===== src/rtl/car_lane_renderer.sv =====
// car_lane_renderer: draws periodic cars in stacked horizontal lanes. The
// scroll offset is latched once per frame and reduced modulo the car spacing
// by a small subtract-loop FSM. A per-pixel phase counter replaces any divider
// in the pixel path.
// Optional build macro CAR_LANE_TINT_EN: XORs the lane index into the top
// colour bits so each lane gets a different car colour.
module car_lane_renderer #(
    parameter int unsigned SCREEN_WIDTH = 640,
    parameter int unsigned CAR_SPACING  = 160,
    parameter int unsigned CAR_W        = 48,
    parameter int unsigned LANE_TOP     = 160,
    parameter int unsigned LANE_SHIFT   = 5,
    parameter int unsigned NUM_LANES    = 4,
    parameter logic [5:0]  CAR_COLOR    = 6'b110000
) (
    input  logic       clk,
    input  logic       reset,
    input  logic [9:0] h_pos,
    input  logic       frame_start,
    input  logic [9:0] pix_x,
    input  logic [9:0] pix_y,
    input  logic       video_active,
    output logic       car_px,
    output logic [5:0] rgb
);

    localparam logic [9:0] Spacing  = 10'(CAR_SPACING);
    localparam logic [9:0] CarW     = 10'(CAR_W);
    localparam logic [9:0] LaneTop  = 10'(LANE_TOP);
    localparam logic [9:0] LaneEnd  = 10'(LANE_TOP + (NUM_LANES << LANE_SHIFT));
`ifdef CAR_LANE_TINT_EN
    localparam int unsigned LaneBits = 2;
`else
    localparam int unsigned LaneBits = 1;
`endif

    // Elaboration-time guard on the configuration.
    if ((SCREEN_WIDTH % CAR_SPACING) != 0 || CAR_W >= CAR_SPACING) begin : g_bad_cfg
        $error("car_lane_renderer: invalid SCREEN_WIDTH/CAR_SPACING/CAR_W");
    end

    typedef enum logic [0:0] {StIdle, StReduce} state_e;

    state_e             r_state;
    logic   [9:0]       r_acc;
    logic   [9:0]       r_rem;
    logic   [9:0]       r_seg_ctr;

    logic   [9:0]       w_dy;
    logic   [LaneBits-1:0] w_lane;
    logic               w_in_lane;
    logic               w_dir_right;
    logic   [9:0]       w_init;
    logic   [9:0]       w_phase;
    logic   [9:0]       w_phase_nxt;
    logic               w_hit;
    logic   [5:0]       w_color;

    // Offset FSM: latch h_pos on frame_start, then subtract until below spacing.
    always_ff @(posedge clk) begin
        if (reset) begin
            r_state <= StIdle;
            r_acc   <= 10'd0;
            r_rem   <= 10'd0;
        end else begin
            case (r_state)
                StIdle: begin
                    if (frame_start) begin
                        r_acc   <= h_pos;
                        r_state <= StReduce;
                    end
                end
                StReduce: begin
                    if (frame_start) begin
                        // A new frame restarts the reduction with the fresh offset.
                        r_acc <= h_pos;
                    end else if (r_acc >= Spacing) begin
                        r_acc <= r_acc - Spacing;
                    end else begin
                        r_rem   <= r_acc;
                        r_state <= StIdle;
                    end
                end
                default: r_state <= StIdle;
            endcase
        end
    end

    // Lane decode, phase selection and colour.
    always_comb begin
        w_dy        = pix_y - LaneTop;
        w_lane      = LaneBits'(w_dy >> LANE_SHIFT);
        w_in_lane   = (pix_y >= LaneTop) && (pix_y < LaneEnd);
        w_dir_right = ~w_lane[0];
        if (w_dir_right) begin
            w_init = (r_rem == 10'd0) ? 10'd0 : Spacing - r_rem;
        end else begin
            w_init = r_rem;
        end
        w_phase     = (pix_x == 10'd0) ? w_init : r_seg_ctr;
        w_phase_nxt = (w_phase == Spacing - 10'd1) ? 10'd0 : w_phase + 10'd1;
        w_hit       = video_active && w_in_lane && (w_phase < CarW);
`ifdef CAR_LANE_TINT_EN
        w_color     = CAR_COLOR ^ {w_lane[1:0], 4'b0000};
`else
        w_color     = CAR_COLOR;
`endif
    end

    // Phase counter advances only on active pixels; outputs registered.
    always_ff @(posedge clk) begin
        if (reset) begin
            r_seg_ctr <= 10'd0;
            car_px    <= 1'b0;
            rgb       <= 6'd0;
        end else begin
            if (video_active) begin
                r_seg_ctr <= w_phase_nxt;
            end
            car_px <= w_hit;
            rgb    <= w_hit ? w_color : 6'd0;
        end
    end

endmodule


===== config.mk =====
export PLATFORM = sky130hd
export DESIGN_NAME = car_lane_renderer
export DESIGN_NICKNAME = d
export VERILOG_FILES = /design/src/rtl/car_lane_renderer.sv
export SDC_FILE = /design/constraint.sdc
export NUM_CORES = 1
export LEC_CHECK = 0
export BUFFER_PORTS_ARGS = -buffer_cell sky130_fd_sc_hd__buf_2
export CAP_MARGIN = 10
export CORE_MARGIN = 10
export CORE_UTILIZATION = 29
export CTS_CLUSTER_SIZE = 28
export DETAILED_ROUTE_END_ITERATION = 7
export SYNTH_ARGS = -nofsm -noshare
export SYNTH_HDL_FRONTEND = slang
export SYNTH_SLANG_ARGS = --single-unit

===== constraint.sdc =====
create_clock -name clk -period 6.75 [get_ports clk]
set_clock_uncertainty 0.2 [all_clocks]
set_input_delay 0.675 -clock clk [delete_from_list [all_inputs] [get_ports clk]]
set_output_delay 0.675 -clock clk [all_outputs]
set_load 0.005 [all_outputs]

### Yosys cells after proc, flatten, opt, wreduce, memory -nomap -nowiden

Cells that the tools add are included.

* word-level logic and storage cells: 40
* input port bits: 34
* output and inout port bits: 7
* bits in registers: 38

* mux-type cells: 13
* reduce and logical (&&, ||, !) cells: 7
* add/sub/neg operators: 4
* equality and inequality tests: 3
* order comparisons: 4
* bitwise logic cells: 3

Operator list (number)
* two-way mux 10 bit: 7
* >= comparator 10 x 8 -> 1 bit, second input constant: 2
* logical NOT 10 bit: 2
* case mux 10 bit (2 select lines): 1
* adder 10 x 1 -> 10 bit, second input constant: 1
* == test 10 x 8 -> 1 bit, second input constant: 1
* less-than comparator 10 x 6 -> 1 bit, second input constant: 1
* less-than comparator 10 x 9 -> 1 bit, second input constant: 1
* subtractor 10 x 8 -> 10 bit, second input constant: 1
* subtractor 8 x 10 -> 10 bit, first input constant: 1
* two-way mux 6 bit: 1
* subtractor 6 bit, second input constant: 1
* logical AND 1 bit: 3
* two-way mux 1 bit: 3
* != test 3 x 2 -> 1 bit, second input constant: 1
* NOT 1 bit: 3
* AND reduction 3 bit: 1
* != test 2 bit, second input constant: 1
* case mux 1 bit (2 select lines): 1
* AND reduction 2 bit: 1

### Depth between registers and ports, before layout

* word-level depth: 7
* depth in mapped cells: 14
* gate-level depth less buffers: 13

### Worst setup path before layout

No wires, ideal clock.

* path type: input to register
* start: input port pix_x[5]
* end: register r_seg_ctr[7]
* setup slack: 3383 ps
* path buffers: 2
* data required time: 6430 ps
* setup time: 120 ps
* stages: 13
* arrival: 3047 ps
* path through: nor4_2 and3_1 buf_6 and2_2 a22oi_1 inv_1 ha_1 inv_1 or3_4 or3_1 buf_6 o2111ai_2 a21oi_1

* cells in the longest elaborated chain, start to end: 4
* elaborated cells on any way between the ends: 5
* classes of those cells: 1 x add/sub; 1 x eq/ne; 2 x mux; 1 x reduce/logical

Ends and longest elaborated chain
* start, declared: RTL line 20 `input logic [9:0] pix_x,`
* logical NOT 10 bit (*): RTL line 100 `w_phase = (pix_x == 10'd0) ? w_init : r_seg_ctr;`
* two-way mux 10 bit (*): RTL line 100
* adder 10 x 1 -> 10 bit or == test 10 x 8 -> 1 bit (tied branches): RTL line 101 `w_phase_nxt = (w_phase == Spacing - 10'd1) ? 10'd0 : w_phase + 10'd1;`
* two-way mux 10 bit (*): RTL line 101
* end signal, assigned: RTL line 118 `r_seg_ctr <= w_phase_nxt;`
* end, declared: RTL line 47 `logic [9:0] r_seg_ctr;`

Every way passes the cells marked *; elsewhere a longest branch is shown, timed or not.
A chain may end at the register's enable or synchronous reset.

### Final worst setup path

* start: input port pix_x[5]
* end: register r_seg_ctr[6]

Same word-level chain as after synthesis.

==> flow_summary.json <==
{
  "n_antenna_cell": 0,
  "p_per_area_nw_per_um2": 182,
  "synth_edf_count": 0,
  "crit_fanout": 9,
  "synth_cells": 254,
  "worst-setup-path-type": "in -> reg",
  "layout-drive-gt1-share_pct": 21.8,
  "ff2ff_setup_slack_ns": 3.32,
  "via_per_inst": 4.85,
  "final_cell_mix": "dfxtp_1 (32), buf_2 (31), nor2_1 (30), a21oi_1 (19), mux2i_1 (16)",
  "endpoint_kind": "flip-flop",
  "ir_worst_vdd_mv": 0.120,
  "postSynth.asyncResetShare_pct": 0,
  "grt_usage_pct": 8.76,
  "synth_flop_cell": "dfxtp_1",
  "n_fill_cell": 772,
  "min_to": "r_seg_ctr[9]",
  "via_count": 1814,
  "cts_tree": "yes",
  "post-route-min-period_ns": 3.74,
  "maxSlewViolCount": 0,
  "maxCapViolCount": 0,
  "die_h_um": 106,
  "place.gp.congestion": 0.784,
  "seq_area_frac_synth_pct": 30.1,
  "drt_wl_total_um": 4800,
  "io_pins": 41,
  "first_pass_iters": 4,
  "coreArea_um2": 7180,
  "mostFrequentLayoutCell": "dfxtp_1",
  "syn_area_per_cell_um2": 8.37,
  "drc": 0,
  "fin_crit_sh_pct": 55.4,
  "startpoint_type": "input pin",
  "final_hold_viol_count": 0,
  "post-cts-setup-buffers": 0,
  "clk_latency_ns": 0.28,
  "cts-root-buf": "clkbuf_8",
  "arrival_ns": 3.68,
  "cts_buffer_depth": 2,
  "syn_area_um2": 2130,
  "start_util_pct": 29.6,
  "grt_first_pass_wirelength_um": 8420,
  "hold_class": "reg -> reg",
  "clkTransAtPathRegs_ns": 0.07,
  "port_buffers": 31,
  "timing.rr.start": "r_rem[0]",
  "antenna_found_initial": 0,
  "netlist.top_cell.by_area": "dfxtp_1",
  "p_leak_nw": 0.877,
  "slew_headroom_pct": 57.5,
  "synth_cell_types": 53,
  "hold_buffers": 0,
  "grt_start_max_net_pins": 35,
  "rr_worst_depth": 13,
  "ant_nets": 0,
  "grt_setup_unrepaired": "false",
  "syn_to_final_growth_pct": 12.7,
  "std_cell_rows": 31,
  "synth_top_cell_area_share_pct": 30.1,
  "post-route-util_pct": 33.4,
  "wl_per_cell_um": 12.8,
  "min_from": "r_seg_ctr[9]",
  "status": "complete, no violations",
  "globalRouteOverflowTotal": 0,
  "hold_depth": 2,
  "fin_nets": 311,
  "cts_sinks": 32,
  "dr.first_iter.drc_count": 64,
  "fmax_mhz": 268,
  "numCtsBuffers": 5,
  "worstMarginPinSlew_ns": 0.637,
  "setup_viol": 0,
  "die_w_um": 106,
  "cts_resized": 0,
  "critical_path_required_ns": 6.69,
  "dieArea_um2": 11200,
  "final.setup.tns_ns": 0,
  "synthTopCellsByArea": "dfxtp_1 (30%), mux2i_1 (7.5%), nor2_1 (5.3%), a21oi_1 (4.5%), o211ai_2 (4.1%)",
  "ys_ff_latch": 32,
  "dp.cells": 366,
  "htreeDepth": 2,
  "r2r_end": "r_seg_ctr[6]",
  "final_cells": 374,
  "yosysWarnings": 0,
  "dp_hpwl_um": 3630,
  "grt_pass1_vias": 1814
}
[sequential cells by signal, summed over array words and instances (netlist names)]
signal / count
r_acc: 10
r_rem: 10
r_seg_ctr: 10
r_state: 1
rgb: 1
[Yosys cell counts (2+ instances only)]
cell type	instances
dfxtp_1	32
nor2_1	30
a21oi_1	19
mux2i_1	16
nand2_1	13
nand2b_1	13
inv_1	10
buf_4	7
clkbuf_1	7
o211ai_2	7
o21ai_0	7
xnor2_1	7
a31oi_1	6
nand3_1	6
nor3_1	6
nor3b_1	4
o211ai_1	4
or3_1	4
a22oi_1	3
buf_2	3
ha_1	3
nor2b_1	3
nor4b_1	3
o31ai_1	3
xor2_1	3
a21bo_2	2
buf_6	2
clkbuf_4	2
nand4b_1	2
nor4_1	2
nor4_2	2
o21a_1	2
[through the flow]
| step | hold slack, ns | worst slack (ns) | area [um^2] | power (mW) |
|---|---|---|---|---|
| floorplan | 0.225 | 3.38 | 2140 | 0.244 |
| global placement | 0.239 | 2.77 | 2290 | 0.257 |
| detailed placement | 0.248 | 2.70 | 2290 | 0.258 |
| CTS | 0.264 | 3.00 | 2400 | 0.443 |
| global route | 0.290 | 2.85 | 2400 | 0.459 |
| finish | 0.260 | 3.01 | 2400 | 0.437 |
[cell type report]
cell class                      instances  area [um^2]  area share, %
Multi-Input combinational cell        193         1320           55.2
Sequential cell                        32          641           26.7
Timing Repair Buffer                   32          163           6.79
Tap cell                               99          124           5.17
Clock buffer                            6         72.6           3.03
Inverter                               10         37.5           1.57
Clock inverter                          2         35.0           1.46
[how the worst max path moves through the flow]
stage	from	end	slack [ns]	cells after the start
global route	pix_x[5]	r_seg_ctr[6]	2.85	12
CTS	pix_x[5]	r_seg_ctr[6]	3.00	12
detailed placement	pix_x[5]	r_seg_ctr[6]	2.70	12
floorplan	pix_x[5]	r_seg_ctr[7]	3.38	13
finish	pix_x[5]	r_seg_ctr[6]	3.01	12
global placement	pix_x[1]	r_seg_ctr[6]	2.77	12
[cell families after synthesis]
group	synth area share (%)
adders and majority gates	1.77
and+or+nand+nor	25.9
xor gates and xnor gates	4.12
AOI/OAI and AO/OA	22.2
DFF	30.1
muxes	7.53
other	0.176
buffers and inverters	8.12
[per-layer routing]
metal	global-route usage, %	vias up	routed length (um)
li1	-	936	-
met1	10.5	841	2210
met2	14.9	31	2350
met3	2.68	6	191
met4	2.13	0	51
met5	0	-	0
[power breakdown]
group	switching, mW	total [mW]	internal, mW	leakage [nW]
registers	0.00607	0.201	0.195	0.261
logic	0.0287	0.0527	0.0240	0.562
clock network	0.0735	0.183	0.110	0.0552
[critical path, stage by stage]
cell and delay (ns):
buf_2 0.10, nor4_2 0.43, and3_1 0.46, and2_2 0.25
a22oi_1 0.09, inv_1 0.08, ha_1 0.19, inv_1 0.07
or3_4 0.41, or3_1 0.57, o221ai_2 0.25, a21oi_1 0.09
(Power assumes the default switching activity.)
